## config.mk

```make
export PLATFORM = sky130hd
export DESIGN_NAME = uart_rx_fifo_flat
export DESIGN_NICKNAME = d
export VERILOG_FILES = /design/src/rtl/uart_rx_fifo_if.sv /design/src/rtl/uart_rx_fifo.sv /design/src/flat_wrapper.sv
export SDC_FILE = /design/constraint.sdc
export NUM_CORES = 1
export LEC_CHECK = 0
export BUFFER_PORTS_ARGS = -buffer_cell sky130_fd_sc_hd__buf_4
export CAP_MARGIN = 20
export CORE_ASPECT_RATIO = 1.75
export CORE_UTILIZATION = 63
export CTS_BUF_LIST = sky130_fd_sc_hd__clkbuf_4 sky130_fd_sc_hd__clkbuf_8 sky130_fd_sc_hd__clkbuf_16
export CTS_CLUSTER_DIAMETER = 150
export DETAILED_ROUTE_END_ITERATION = 8
export PLACE_DENSITY = 0.86
export SYNTH_ARGS = -nofsm -noshare
export SYNTH_HDL_FRONTEND = slang
export SYNTH_SLANG_ARGS = --single-unit
```

## constraint.sdc

```tcl
create_clock -name clk -period 9 [get_ports clk]
set_clock_uncertainty 0.2 [all_clocks]
set_input_delay 2.7 -clock clk [delete_from_list [all_inputs] [get_ports clk]]
set_output_delay 2.7 -clock clk [all_outputs]
set_load 0.01 [all_outputs]
```

## src/rtl/uart_rx_fifo_if.sv

```systemverilog
// rtl/uart_rx_fifo_if.sv - receive-side and consumer-side signal bundle for uart_rx_fifo
interface uart_rx_fifo_if #(
    parameter int DEPTH = 8
);
    logic                     rx_done;
    logic [7:0]               rx_data;
    logic [7:0]               dout;
    logic                     dout_valid;
    logic                     dout_ready;
    logic [$clog2(DEPTH):0]   count;
    logic                     full;
    logic                     overflow;

    modport master (
        output rx_done,
        output rx_data,
        output dout_ready,
        input  dout,
        input  dout_valid,
        input  count,
        input  full,
        input  overflow
    );

    modport slave (
        input  rx_done,
        input  rx_data,
        input  dout_ready,
        output dout,
        output dout_valid,
        output count,
        output full,
        output overflow
    );
endinterface

```

## src/rtl/uart_rx_fifo.sv

```systemverilog
// rtl/uart_rx_fifo.sv - byte FIFO filled on each synchronized rising rx_done; sticky overflow flag under UART_RX_FIFO_OVERFLOW_EN
module uart_rx_fifo #(
    parameter int DEPTH       = 8,
    parameter int SYNC_STAGES = 2
) (
    input  logic          clk,
    input  logic          nreset,
    uart_rx_fifo_if.slave bus
);
    localparam int AW = $clog2(DEPTH);
    localparam int CW = AW + 1;
    localparam logic [CW-1:0] DEPTH_C = CW'(DEPTH);

    logic [SYNC_STAGES-1:0] sync_q;
    logic                   hist_q;
    logic                   push_req;

    logic [7:0]    mem [DEPTH];
    logic [AW-1:0] wptr_q;
    logic [AW-1:0] rptr_q;
    logic [CW-1:0] count_q;

    logic full_w;
    logic pop_w;
    logic push_ok;

    // Synchronizer and history reset to the idle line level so reset release is not seen as a frame end.
    always_ff @(posedge clk or negedge nreset) begin
        if (!nreset) begin
            sync_q <= '1;
            hist_q <= 1'b1;
        end else begin
            sync_q <= {sync_q[SYNC_STAGES-2:0], bus.rx_done};
            hist_q <= sync_q[SYNC_STAGES-1];
        end
    end

    assign push_req = sync_q[SYNC_STAGES-1] & ~hist_q;

    assign full_w  = (count_q == DEPTH_C);
    assign pop_w   = bus.dout_valid & bus.dout_ready;
    // When full, a concurrent pop frees the slot the write pointer already points at.
    assign push_ok = push_req & (~full_w | pop_w);

    always_ff @(posedge clk) begin
        if (push_ok) begin
            mem[wptr_q] <= bus.rx_data;
        end
    end

    always_ff @(posedge clk or negedge nreset) begin
        if (!nreset) begin
            wptr_q  <= '0;
            rptr_q  <= '0;
            count_q <= '0;
        end else begin
            if (push_ok) begin
                wptr_q <= wptr_q + AW'(1);
            end
            if (pop_w) begin
                rptr_q <= rptr_q + AW'(1);
            end
            if (push_ok && !pop_w) begin
                count_q <= count_q + CW'(1);
            end else if (!push_ok && pop_w) begin
                count_q <= count_q - CW'(1);
            end
        end
    end

    assign bus.dout       = mem[rptr_q];
    assign bus.dout_valid = (count_q != '0);
    assign bus.count      = count_q;
    assign bus.full       = full_w;

`ifdef UART_RX_FIFO_OVERFLOW_EN
    logic overflow_q;

    // Sticky: only reset clears it.
    always_ff @(posedge clk or negedge nreset) begin
        if (!nreset) begin
            overflow_q <= 1'b0;
        end else if (push_req && full_w && !pop_w) begin
            overflow_q <= 1'b1;
        end
    end

    assign bus.overflow = overflow_q;
`else
    assign bus.overflow = 1'b0;
`endif

endmodule
```

## src/flat_wrapper.sv

```systemverilog
// flat-port wrapper written by rule: the top's interface ports become plain ports
module uart_rx_fifo_flat 
#(
    parameter int DEPTH       = 8,
    parameter int SYNC_STAGES = 2
)
  (clk, nreset, bus_rx_done, bus_rx_data, bus_dout_ready, bus_dout, bus_dout_valid, bus_count, bus_full, bus_overflow);
  uart_rx_fifo_if #(.DEPTH(DEPTH)) bus_i ();
  input  logic clk;
  input  logic nreset;
  input wire logic [$bits(bus_i.rx_done)-1:0] bus_rx_done;
  input wire logic [$bits(bus_i.rx_data)-1:0] bus_rx_data;
  input wire logic [$bits(bus_i.dout_ready)-1:0] bus_dout_ready;
  output wire logic [$bits(bus_i.dout)-1:0] bus_dout;
  output wire logic [$bits(bus_i.dout_valid)-1:0] bus_dout_valid;
  output wire logic [$bits(bus_i.count)-1:0] bus_count;
  output wire logic [$bits(bus_i.full)-1:0] bus_full;
  output wire logic [$bits(bus_i.overflow)-1:0] bus_overflow;
  assign bus_i.rx_done = bus_rx_done;
  assign bus_i.rx_data = bus_rx_data;
  assign bus_i.dout_ready = bus_dout_ready;
  assign bus_dout = bus_i.dout;
  assign bus_dout_valid = bus_i.dout_valid;
  assign bus_count = bus_i.count;
  assign bus_full = bus_i.full;
  assign bus_overflow = bus_i.overflow;
  uart_rx_fifo #(.DEPTH(DEPTH), .SYNC_STAGES(SYNC_STAGES)) u_core (.clk(clk), .nreset(nreset), .bus(bus_i));
endmodule
```

==> results by group <==
Status
  – Status: completed

Synthesis
  – Async set or reset register ratio after synthesis: 16.9%
  – Syn_area_per_cell: 19.6 um^2
  – Dominant cell type by area after synthesis: edfxtp_1
  – Syn. warnings: 0
  – Top cell type's share of synthesized area: 61.0%
  – Post-Synthesis Net Count: 179
  – Syn Inst Count: 161
  – Most used DFF post-synth: edfxtp_1
  – Synth unique cells: 33
  – Sequential cell area fraction in the yosys report: 71.5%
  – Post-synthesis register bit count: 77
  – Netlist Area Pre-Place: 3150 um^2
  – Number of synthesized flops with an enable pin: 64
  – Most frequent cell after synthesis: edfxtp_1
  – Synth cell count leaders: 64 x edfxtp_1, 16 x mux4_2, 10 x dfrtp_1, 10 x mux2_2, 6 x xnor2_1
  – Top post-synthesis cells by area: edfxtp_1 61%, mux4_2 11%, dfrtp_1 7.9%

Clocking
  – Worst-Skew Late Latency: 0.34 ns
  – Total setup buffers inserted after CTS: 0
  – TritonCTS Buffers: 9
  – Post-cts sizing count: 0
  – # clock sinks: 77
  – Clock H-tree levels: 3
  – CTS tree: built
  – Worst-path clk slew: 0.07 ns
  – Clock root buffer: clkbuf_8
  – CTS Hold Bufs: 0
  – CTS max path bufs: 2

Worst setup path
  – Slowest stage delay, CP: 0.70 ns
  – Crit-path cells: buf_16, mux4_2, mux2_2, buf_4
  – Cell at the slowest stage of the critical path: dfrtp_1
  – Crit path max fanout: 11
  – Critical Path Sink Type: primary output
  – Crit start category: flip-flop
  – Critical path class: flip-flop to primary output
  – Crit path required time: 6.10 ns
  – Critical path arrival: 2.22 ns

Timing
  – Setup TNS: 0 ns
  – Unrepaired setup endpoints after global routing: false
  – Worst-Margin Slew: 0.977 ns
  – Fin crit share: 56.9%
  – Rel. slew slack: 34.6%
  – Final-report setup violation count: 0
  – Max Clk Rate: 195 MHz
  – Pins over their slew limit: 0
  – Fin. Hold Viols: 0
  – Fin crit period: 5.12 ns

Pwr
  – Leakage Power: 1.29 nW
  – Pwr dens: 315 nW/um^2
  – VDD IR-drop max: 0.289 mV

Die
  – Die area: 5290 um^2
  – Initial Utilization: 66.3%
  – Die width: 55.4 um
  – Core area: 4750 um^2
  – DIE HEIGHT: 95.5 um
  – Row count: 33
  – IO Pins: 27

Place
  – Port bufs: 25
  – Cell area after placement: 3400 um^2
  – Final HPWL DP: 3.58 mm
  – Final GP Congestion: 0.698

GRT
  – Remaining Overflow, GRT: 0
  – Overall Global Routing Usage: 24.5%
  – Vias in the first global route: 1,738
  – First-pass GRT wire length: 8.87 mm
  – Pin count of the biggest net entering global routing: 19
  – Initial antenna violation count: 0

Drt
  – Vias per Instance: 6.34
  – TritonRoute pass-1 iters: 4
  – Drt total wl: 5.67 mm
  – Initial DRC Count: 60
  – Wire per inst: 22.4 um
  – Via Count: 1,604
  – Number of nets with antenna violations after routing: 0
  – Detailed-route DRC error count: 0

Hold path
  – Min-Delay Path Class: flip-flop to flip-flop

Layout
  – Filler cells: 264
  – Layout Nets: 214
  – FF+latch area: 2250 um^2
  – Share of cells above drive strength 1: 38.8%
  – Design Area, Final: 3640 um^2
  – Area Overhead vs Synth: 15.7%
  – Area of the multi-input gates: 843 um^2
  – Antenna diodes: 0

Run
  – Max-cap violation count: 0
==> sequential cells by signal, summed over array words and instances, names as in the netlist <==
| register | flops |
|---|---|
| u_core.bus.count | 4 |
| u_core.hist_q | 1 |
| u_core.mem | 64 |
| u_core.rptr_q | 3 |
| u_core.sync_q | 2 |
| u_core.wptr_q | 3 |
==> worst paths after layout <==
kind,from,to,slack [ns],depth (start not counted)
worst max-delay path,u_core.rptr_q[0],bus_dout[5],3.88,4
worst min-delay path,u_core.sync_q[0],u_core.sync_q[1],0.16,0
worst max register to register,u_core.bus.count[0],u_core.bus.count[3],5.84,9
worst min register to register,u_core.sync_q[0],u_core.sync_q[1],0.16,0
max in group asynchronous,nreset,u_core.sync_q[0],6.37,1
min in group asynchronous,nreset,u_core.rptr_q[1],1.99,1
==> metal layers <==
layer | part of all wire [%] | track usage, % | up-vias
li1 | - | - | 713
met5 | 0 | 0 | -
met3 | 5.5 | 7.33 | 15
met4 | 2.9 | 18.8 | 0
met2 | 53 | 39.1 | 71
met1 | 38 | 27.8 | 805
==> logic make-up after synthesis <==
kind of cell | synth area share (%)
and+or+nand+nor | 4.25
muxes | 15.8
DFF | 71.5
other | 0.119
adders and majority gates | 2.62
AOI/OAI and AO/OA | 2.31
buffers and inverters | 1.71
xor gates and xnor gates | 1.67
==> area by class of cell <==
cell class	count	area share [%]
multi-input combinational	74	23.2
clock inverter	5	2.03
sequential	77	61.8
tap	52	1.79
clock buffer	11	3.98
timing repair buffer	31	6.94
inverter	3	0.309
==> critical path, delay by kind of cell (launching register included) <==
| kind | cells | cell delay, ns |
|---|---|---|
| multiplexers | 2 | 0.81 |
| buffers and inverters | 2 | 0.37 |
| flip-flops | 1 | 0.70 |
==> metrics by stage <==
step           hold slack (ns)  cells  util (%)  power [mW]  worst slack [ns]
5_1_grt                  0.166    253      76.7        1.20              3.78
3_3_place_gp             0.149    236      71.5       0.832              4.04
4_1_cts                  0.163    252      76.1        1.14              3.57
2_1_floorplan            0.145    161         -       0.737              4.47
6_report                 0.161    253      76.7        1.15              3.88
3_5_place_dp             0.148    236      71.5       0.856              3.96
==> cells in the final DEF (no fill, tap or decap), drive strengths merged, types with 5 or more instances in the layout <==
master | synthesis | layout
nor3 | 5 | 5
xnor2 | 6 | 6
ha | 5 | 5
mux2 | 11 | 11
mux4 | 16 | 16
edfxtp | 64 | 64
dfrtp | 10 | 10
buf | 5 | 31
clkbuf | 2 | 11
==> power by group <==
group	switching (mW)	leakage, nW	internal [mW]
combinational	0.142	0.444	0.215
sequential	0.0735	0.728	0.434
clock	0.116	0.114	0.165
total	0.332	1.29	0.814
(Power assumes the default switching activity.)
